===== config.mk =====
export PLATFORM = sky130hd
export DESIGN_NAME = mem_bus_arbiter
export DESIGN_NICKNAME = d
export VERILOG_FILES = /design/src/rtl/mem_bus_arbiter.sv
export SDC_FILE = /design/constraint.sdc
export NUM_CORES = 1
export LEC_CHECK = 0
export CAP_MARGIN = 30
export CORE_AREA = 2 2 108 110
export DETAILED_ROUTE_END_ITERATION = 7
export DIE_AREA = 0 0 110 112
export PLACE_DENSITY_LB_ADDON = 0.15
export SYNTH_ARGS = -nofsm -noshare
export SYNTH_HDL_FRONTEND = slang
export SYNTH_SLANG_ARGS = --single-unit

===== constraint.sdc =====
create_clock -name clk -period 3.6 [get_ports clk]
set_input_delay 0.72 -clock clk [delete_from_list [all_inputs] [get_ports clk]]
set_output_delay 0.72 -clock clk [all_outputs]
set_load 0.005 [all_outputs]

===== src/rtl/mem_bus_arbiter.sv =====
// Round-robin arbiter sharing one Avalon-style memory bus between the
// instruction-fetch port and the load/store port, one transaction at a time.
module mem_bus_arbiter #(
    parameter logic FIRST_GRANT = 1'b0
) (
    input  logic        clk,
    input  logic        reset,
    input  logic        instr_req,
    input  logic [31:0] instr_address,
    output logic        instr_ack,
    output logic [31:0] instr_readdata,
    input  logic        data_req,
    input  logic        data_write,
    input  logic [3:0]  data_byteenable,
    input  logic [31:0] data_address,
    input  logic [31:0] data_writedata,
    output logic        data_ack,
    output logic [31:0] data_readdata,
    output logic        mem_read,
    output logic        mem_write,
    output logic [3:0]  mem_byteenable,
    output logic [31:0] mem_address,
    output logic [31:0] mem_writedata,
    input  logic [31:0] mem_readdata,
    input  logic        mem_waitrequest,
    output logic        busy
);

    typedef enum logic [1:0] {IDLE, ISSUE, RESP} state_t;

    typedef struct packed {
        logic        write;
        logic [3:0]  be;
        logic [31:0] addr;
        logic [31:0] wdata;
    } bus_req_t;

    state_t   state;
    logic     owner;       // 0 = instruction port, 1 = data port
    logic     last_grant;
    logic     grant;
    bus_req_t instr_bus, data_bus, win_bus;

    always_comb begin
        instr_bus = '{write: 1'b0, be: 4'hF, addr: instr_address, wdata: 32'h0};
        data_bus  = '{write: data_write, be: data_byteenable,
                      addr: data_address, wdata: data_writedata};
        // On a conflict the port that did not win last time goes first.
        if (instr_req && data_req) grant = ~last_grant;
        else                       grant = data_req;
        win_bus = grant ? data_bus : instr_bus;
    end

    always_ff @(posedge clk) begin
        if (reset) begin
            state          <= IDLE;
            owner          <= 1'b0;
            last_grant     <= ~FIRST_GRANT;
            mem_read       <= 1'b0;
            mem_write      <= 1'b0;
            mem_byteenable <= 4'h0;
            mem_address    <= 32'h0;
            mem_writedata  <= 32'h0;
        end else begin
            case (state)
                IDLE: begin
                    if (instr_req || data_req) begin
                        state          <= ISSUE;
                        owner          <= grant;
                        last_grant     <= grant;
                        mem_read       <= ~win_bus.write;
                        mem_write      <= win_bus.write;
                        mem_byteenable <= win_bus.be;
                        mem_address    <= win_bus.addr;
                        mem_writedata  <= win_bus.wdata;
                    end
                end
                ISSUE: begin
                    if (!mem_waitrequest) begin
                        state     <= RESP;
                        mem_read  <= 1'b0;
                        mem_write <= 1'b0;
                    end
                end
                RESP:    state <= IDLE;
                default: state <= IDLE;
            endcase
        end
    end

    // Read data arrives the cycle after acceptance, i.e. while in RESP.
    assign busy           = (state != IDLE);
    assign instr_ack      = (state == RESP) && !owner;
    assign data_ack       = (state == RESP) && owner;
    assign instr_readdata = instr_ack ? mem_readdata : 32'h0;
    assign data_readdata  = data_ack  ? mem_readdata : 32'h0;

endmodule


# ---- Word level (Yosys, flattened, before mapping)
# Index checks and enable logic that the tools add are counted.
dict set report word_totals {
  in_bits 138
  wordCells 37
  out_inout_bits 137
  regBits 74
}
dict set report op_classes {
  bitwise 2
  n_reduce_logical 11
  mux 12
  eq_ne 4
}
# cell count
set ops {}
lappend ops {{two-way mux 69 bit} 1}
lappend ops {{two-way mux 32 bit} 2}
lappend ops {{two-way mux 1 bit} 4}
lappend ops {{two-way mux 2 bit} 2}
lappend ops {{!= test 2 bit, second input constant} 2}
lappend ops {{case mux 1 bit (2 select lines)} 2}
lappend ops {{case mux 2 bit (2 select lines)} 1}
lappend ops {{AND reduction 2 bit} 2}
lappend ops {{nonzero test 2 bit} 2}
lappend ops {{logical AND 1 bit} 3}
lappend ops {{AND reduction 3 bit} 1}
lappend ops {{== test 2 x 1 -> 1 bit, second input constant} 1}
lappend ops {{== test 2 bit, second input constant} 1}
lappend ops {{zero test 2 bit} 1}
lappend ops {{NOT 1 bit} 2}
lappend ops {{zero test 1 bit} 1}
lappend ops {{logical OR 1 bit} 1}

# ---- Depth between registers and ports, before layout
dict set report depth {
  depth_word 6
  depth_mapped 5
  depth_no_buf 4
}

# ---- Worst setup path after synthesis
# No wires, ideal clock.
dict set report synth_path {
  kind {register to output}
  start {reg state[1]}
  end {out instr_readdata[22]}
  t_required_ns 2.880
  path_stages_with_launch 4
  t_arrival_ns 1.088
  setup_slack_ns 1.792
  n_path_buf 1
  path_cell_list {dfxtp_1 > nor3b_2 > clkbuf_1 > and2_1}
}
dict set report synth_via {
  elab_chain_cells 3
}
# item line
set synth_rtl {}
lappend synth_rtl {{from (decl)} 38} ;# state_t state;
lappend synth_rtl {{from (signal assigned)} 56} ;# state <= IDLE;
lappend synth_rtl {{from (signal assigned)} 68} ;# state <= ISSUE;
lappend synth_rtl {{from (signal assigned)} 80} ;# state <= RESP;
lappend synth_rtl {{== test 2 bit} 93} ;# assign instr_ack = (state == RESP) && !owner;
lappend synth_rtl {{logical AND 1 bit} 93}
lappend synth_rtl {{via instr_ack} 10} ;# output logic instr_ack,
lappend synth_rtl {{two-way mux 32 bit} 95} ;# assign instr_readdata = instr_ack ? mem_readdata : 32'h0;
lappend synth_rtl {{to (decl)} 11} ;# output logic [31:0] instr_readdata,
# The timed path passes the listed nets, and every way through them passes these cells.

# ---- Worst setup path in the final report
dict set report layout_path {
  start {reg state[1]}
  end {out instr_readdata[1]}
}
dict set report layout_via {
  elab_chain_cells 3
}
# item line
set layout_rtl {}
lappend layout_rtl {{== test 2 bit} 93}
lappend layout_rtl {{logical AND 1 bit} 93}
lappend layout_rtl {{two-way mux 32 bit} 95}
# Every way passes these cells.

==> insert_results.sql <==
INSERT INTO impl_metrics (metric_group, metric, value, unit) VALUES
('power_and_ir_drop', 'cellPowerDensity', '368', 'mW/mm^2'),
('finish', 'num-nets-final', '762', ''),
('clock_network', 'clock_insertion_delay_worst_skew', '330', 'ps'),
('finish', 'layout.area.seq', '0.00148', 'sq mm'),
('synth', 'syn-cell-area', '0.00347', 'sq mm'),
('worst_setup_path', 'worstSetupPathType', 'reg -> out', ''),
('worst_setup_path', 'worstPathBufferInverterCount', '2', ''),
('synth', 'synth_cells', '363', ''),
('floorplanning', 'io_pins', '275', ''),
('clock_network', 'path_clk_slew', '60', 'ps'),
('status', 'status', 'complete, no violations', ''),
('clock_network', 'post-cts-setup-buffer-count', '0', ''),
('worst_setup_path', 'critical_path.max_fanout', '33', ''),
('finish', 'areaGrowthSynthToFinish', '90.2', '%'),
('min_path', 'hp-class', 'reg -> reg', ''),
('drt', 'first_pass_iters', '4', ''),
('floorplanning', 'placeableCoreArea', '0.0112', 'sq mm'),
('worst_setup_path', 'timing.critical_path.to_type', 'output port', ''),
('grt', 'wire_length_of_the_first_global_routing_pass', '19100', 'um'),
('synth', 'netlist.top_cell.by_area', 'dfxtp_1', ''),
('floorplanning', 'fp.dieW', '110', 'um'),
('timing', 'worst_slew_pin_slew', '827', 'ps'),
('grt', 'grt_usage', '0.201', ''),
('clock_network', 'cts-root-buf', 'clkbuf_16', ''),
('timing', 'finalSetupTns', '0', 'ps'),
('power_and_ir_drop', 'power.switching_fraction', '0.264', ''),
('placed_design', 'preCtsSetupSlack', '873', 'ps'),
('finish', 'post-route-util', '0.591', ''),
('grt', 'globalRoute.totalOverflow', '0', ''),
('timing', 'clock.fmax', '0.372', 'GHz'),
('placed_design', 'place.detailed.hpwl', '9820', 'um'),
('timing', 'setup_viol_count_final', '0', ''),
('floorplanning', 'core.rowCount', '39', ''),
('clock_network', 'postCtsResizedCells', '0', ''),
('drt', 'dr_total_vias', '3739', ''),
('finish', 'multi_input_area', '0.00180', 'sq mm'),
('synth', 'synthDominantCellAreaShare', '0.427', ''),
('synth', 'synth_most_common_cell', 'dfxtp_1', ''),
('drt', 'drc', '0', ''),
('drt', 'antenna_violating_nets_post_route', '0', ''),
('synth', 'synthTopCellsByArea', 'dfxtp_1, a311oi_2, and2_1', ''),
('synth', 'yosys_warnings', '0', ''),
('timing', 'timing_max_transition_violations_final', '0', ''),
('finish', 'antenna_diode_count', '0', ''),
('worst_setup_path', 'timing.critical_path.max_delay_family', 'buffers and inverters', ''),
('clock_network', 'tritoncts_clock_tree', 'built', ''),
('finish', 'fillerInstances', '994', ''),
('grt', 'grt_max_degree', '36', ''),
('drt', 'wirelength', '13000', 'um'),
('grt', 'grt_antenna_before_repair', '0', ''),
('grt', 'grt_pass1_vias', '3598', ''),
('timing', 'final_hold_viol_count', '0', ''),
('floorplanning', 'start_util', '0.311', ''),
('synth', 'synth_edf_count', '0', ''),
('worst_setup_path', 'startpoint_type_of_the_worst_setup_path', 'flip-flop', ''),
('drt', 'initialDrtViolationCount', '153', ''),
('worst_setup_path', 'crit_arrival', '1960', 'ps'),
('drt', 'post_drt_via_cell_ratio', '4.84', ''),
('worst_setup_path', 'worst_path_largest_cell_delay', '510', 'ps'),
('timing', 'min_period_over_period', '0.746', ''),
('flow_run', 'drv.max_cap_violation_count', '0', ''),
('timing', 'clock_skew', '7.69', 'ps'),
('timing', 'fin_crit', '2680', 'ps'),
('timing', 'max_slew_margin', '0.448', ''),
('placed_design', 'buffer_ports.inserted', '274', ''),
('placed_design', 'finalWeightedCongestion', '0.728', ''),
('synth', 'ys_seq_elements', '74', ''),
('timing', 'setup_slack', '915', 'ps'),
('power_and_ir_drop', 'net-switching-power', '0.000642', 'W'),
('synth', 'synth-main-ff-cell', 'dfxtp_1', ''),
('finish', 'share_of_post_route_cells_with_drive_strength_above_1', '0.0986', '');
-- final timing paths --
path | startpoint | end | slack [ps] | depth (start not counted)
min reg2reg | mem_write$_SDFFE_PP0P_ | mem_write$_SDFFE_PP0P_ | 480 | 1
max reg2reg | state[0]$_SDFFE_PP0P_ | mem_writedata[22]$_SDFFE_PP0P_ | 1720 | 4
max | state[1]$_SDFFE_PP0P_ | instr_readdata[1] | 920 | 4
min | mem_write$_SDFFE_PP0P_ | mem_write$_SDFFE_PP0P_ | 480 | 1
-- logic make-up (layout without fill, tap and decap cells) --
family | count (synthesis) | in the layout | share of synthesized area
and+or+nand+nor | 143 | 143 | 0.217
AOI/OAI and AO/OA | 111 | 111 | 0.300
DFF | 74 | 74 | 0.427
buffers and inverters | 35 | 301 | 0.0562
-- layout by cell type, fill, tap and decap left out, types with 2 or more instances in the layout --
cell	synthesis	final
buf_16	0	2
nor2_4	2	2
and2_1	64	64
a311oi_2	29	29
clkdlybuf4s50_1	0	273
a311oi_1	3	3
a22o_1	33	33
clkbuf_16	0	9
clkinv_2	0	2
dfxtp_1	74	74
o21ai_0	2	2
o221a_1	4	4
nand2_1	67	67
buf_4	12	7
a21oi_1	36	36
-- power by group through the flow --
| stage | Combinational [W] | Sequential (W) | Clock (W) |
|---|---|---|---|
| floorplan | 0.000240 | 0.000953 | 0 |
| global placement | 0.000591 | 0.000948 | 0 |
| detailed placement | 0.000605 | 0.000951 | 0 |
| CTS | 0.000608 | 0.000935 | 0.000912 |
| global route | 0.000647 | 0.000943 | 0.000946 |
| finish | 0.000601 | 0.000935 | 0.000897 |
-- area by class of cell --
type	instances	area share
clock buffer	10	0.0347
multi-input combinational	254	0.272
tap	143	0.0271
inverter	2	0.00152
clock inverter	6	0.00985
timing repair buffer	283	0.431
sequential	74	0.224
-- metal layers --
layer	GRT usage	share of wire	wire length [um]
met1	0.210	0.37	4770
met2	0.371	0.52	6770
met4	0.0650	0.017	217
met5	0	0	0
met3	0.0679	0.098	1280
-- flip-flops by register name, indices dropped and copies added, names as in the netlist --
name            count
mem_read            1
mem_writedata      32
owner               1
mem_byteenable      4
mem_address        32
mem_write           1
state               2
last_grant          1
-- metrics by stage --
stage / power, W / hold WS, ps / std cells / instance area, sq um
floorplan: 0.00119 / 466 / 363 / 3470
global placement: 0.00154 / 457 / 754 / 6260
detailed placement: 0.00156 / 468 / 756 / 6310
CTS: 0.00245 / 486 / 772 / 6610
global route: 0.00254 / 498 / 772 / 6610
finish: 0.00243 / 482 / 772 / 6610
No activity file was read; power rests on OpenSTA's default activity.
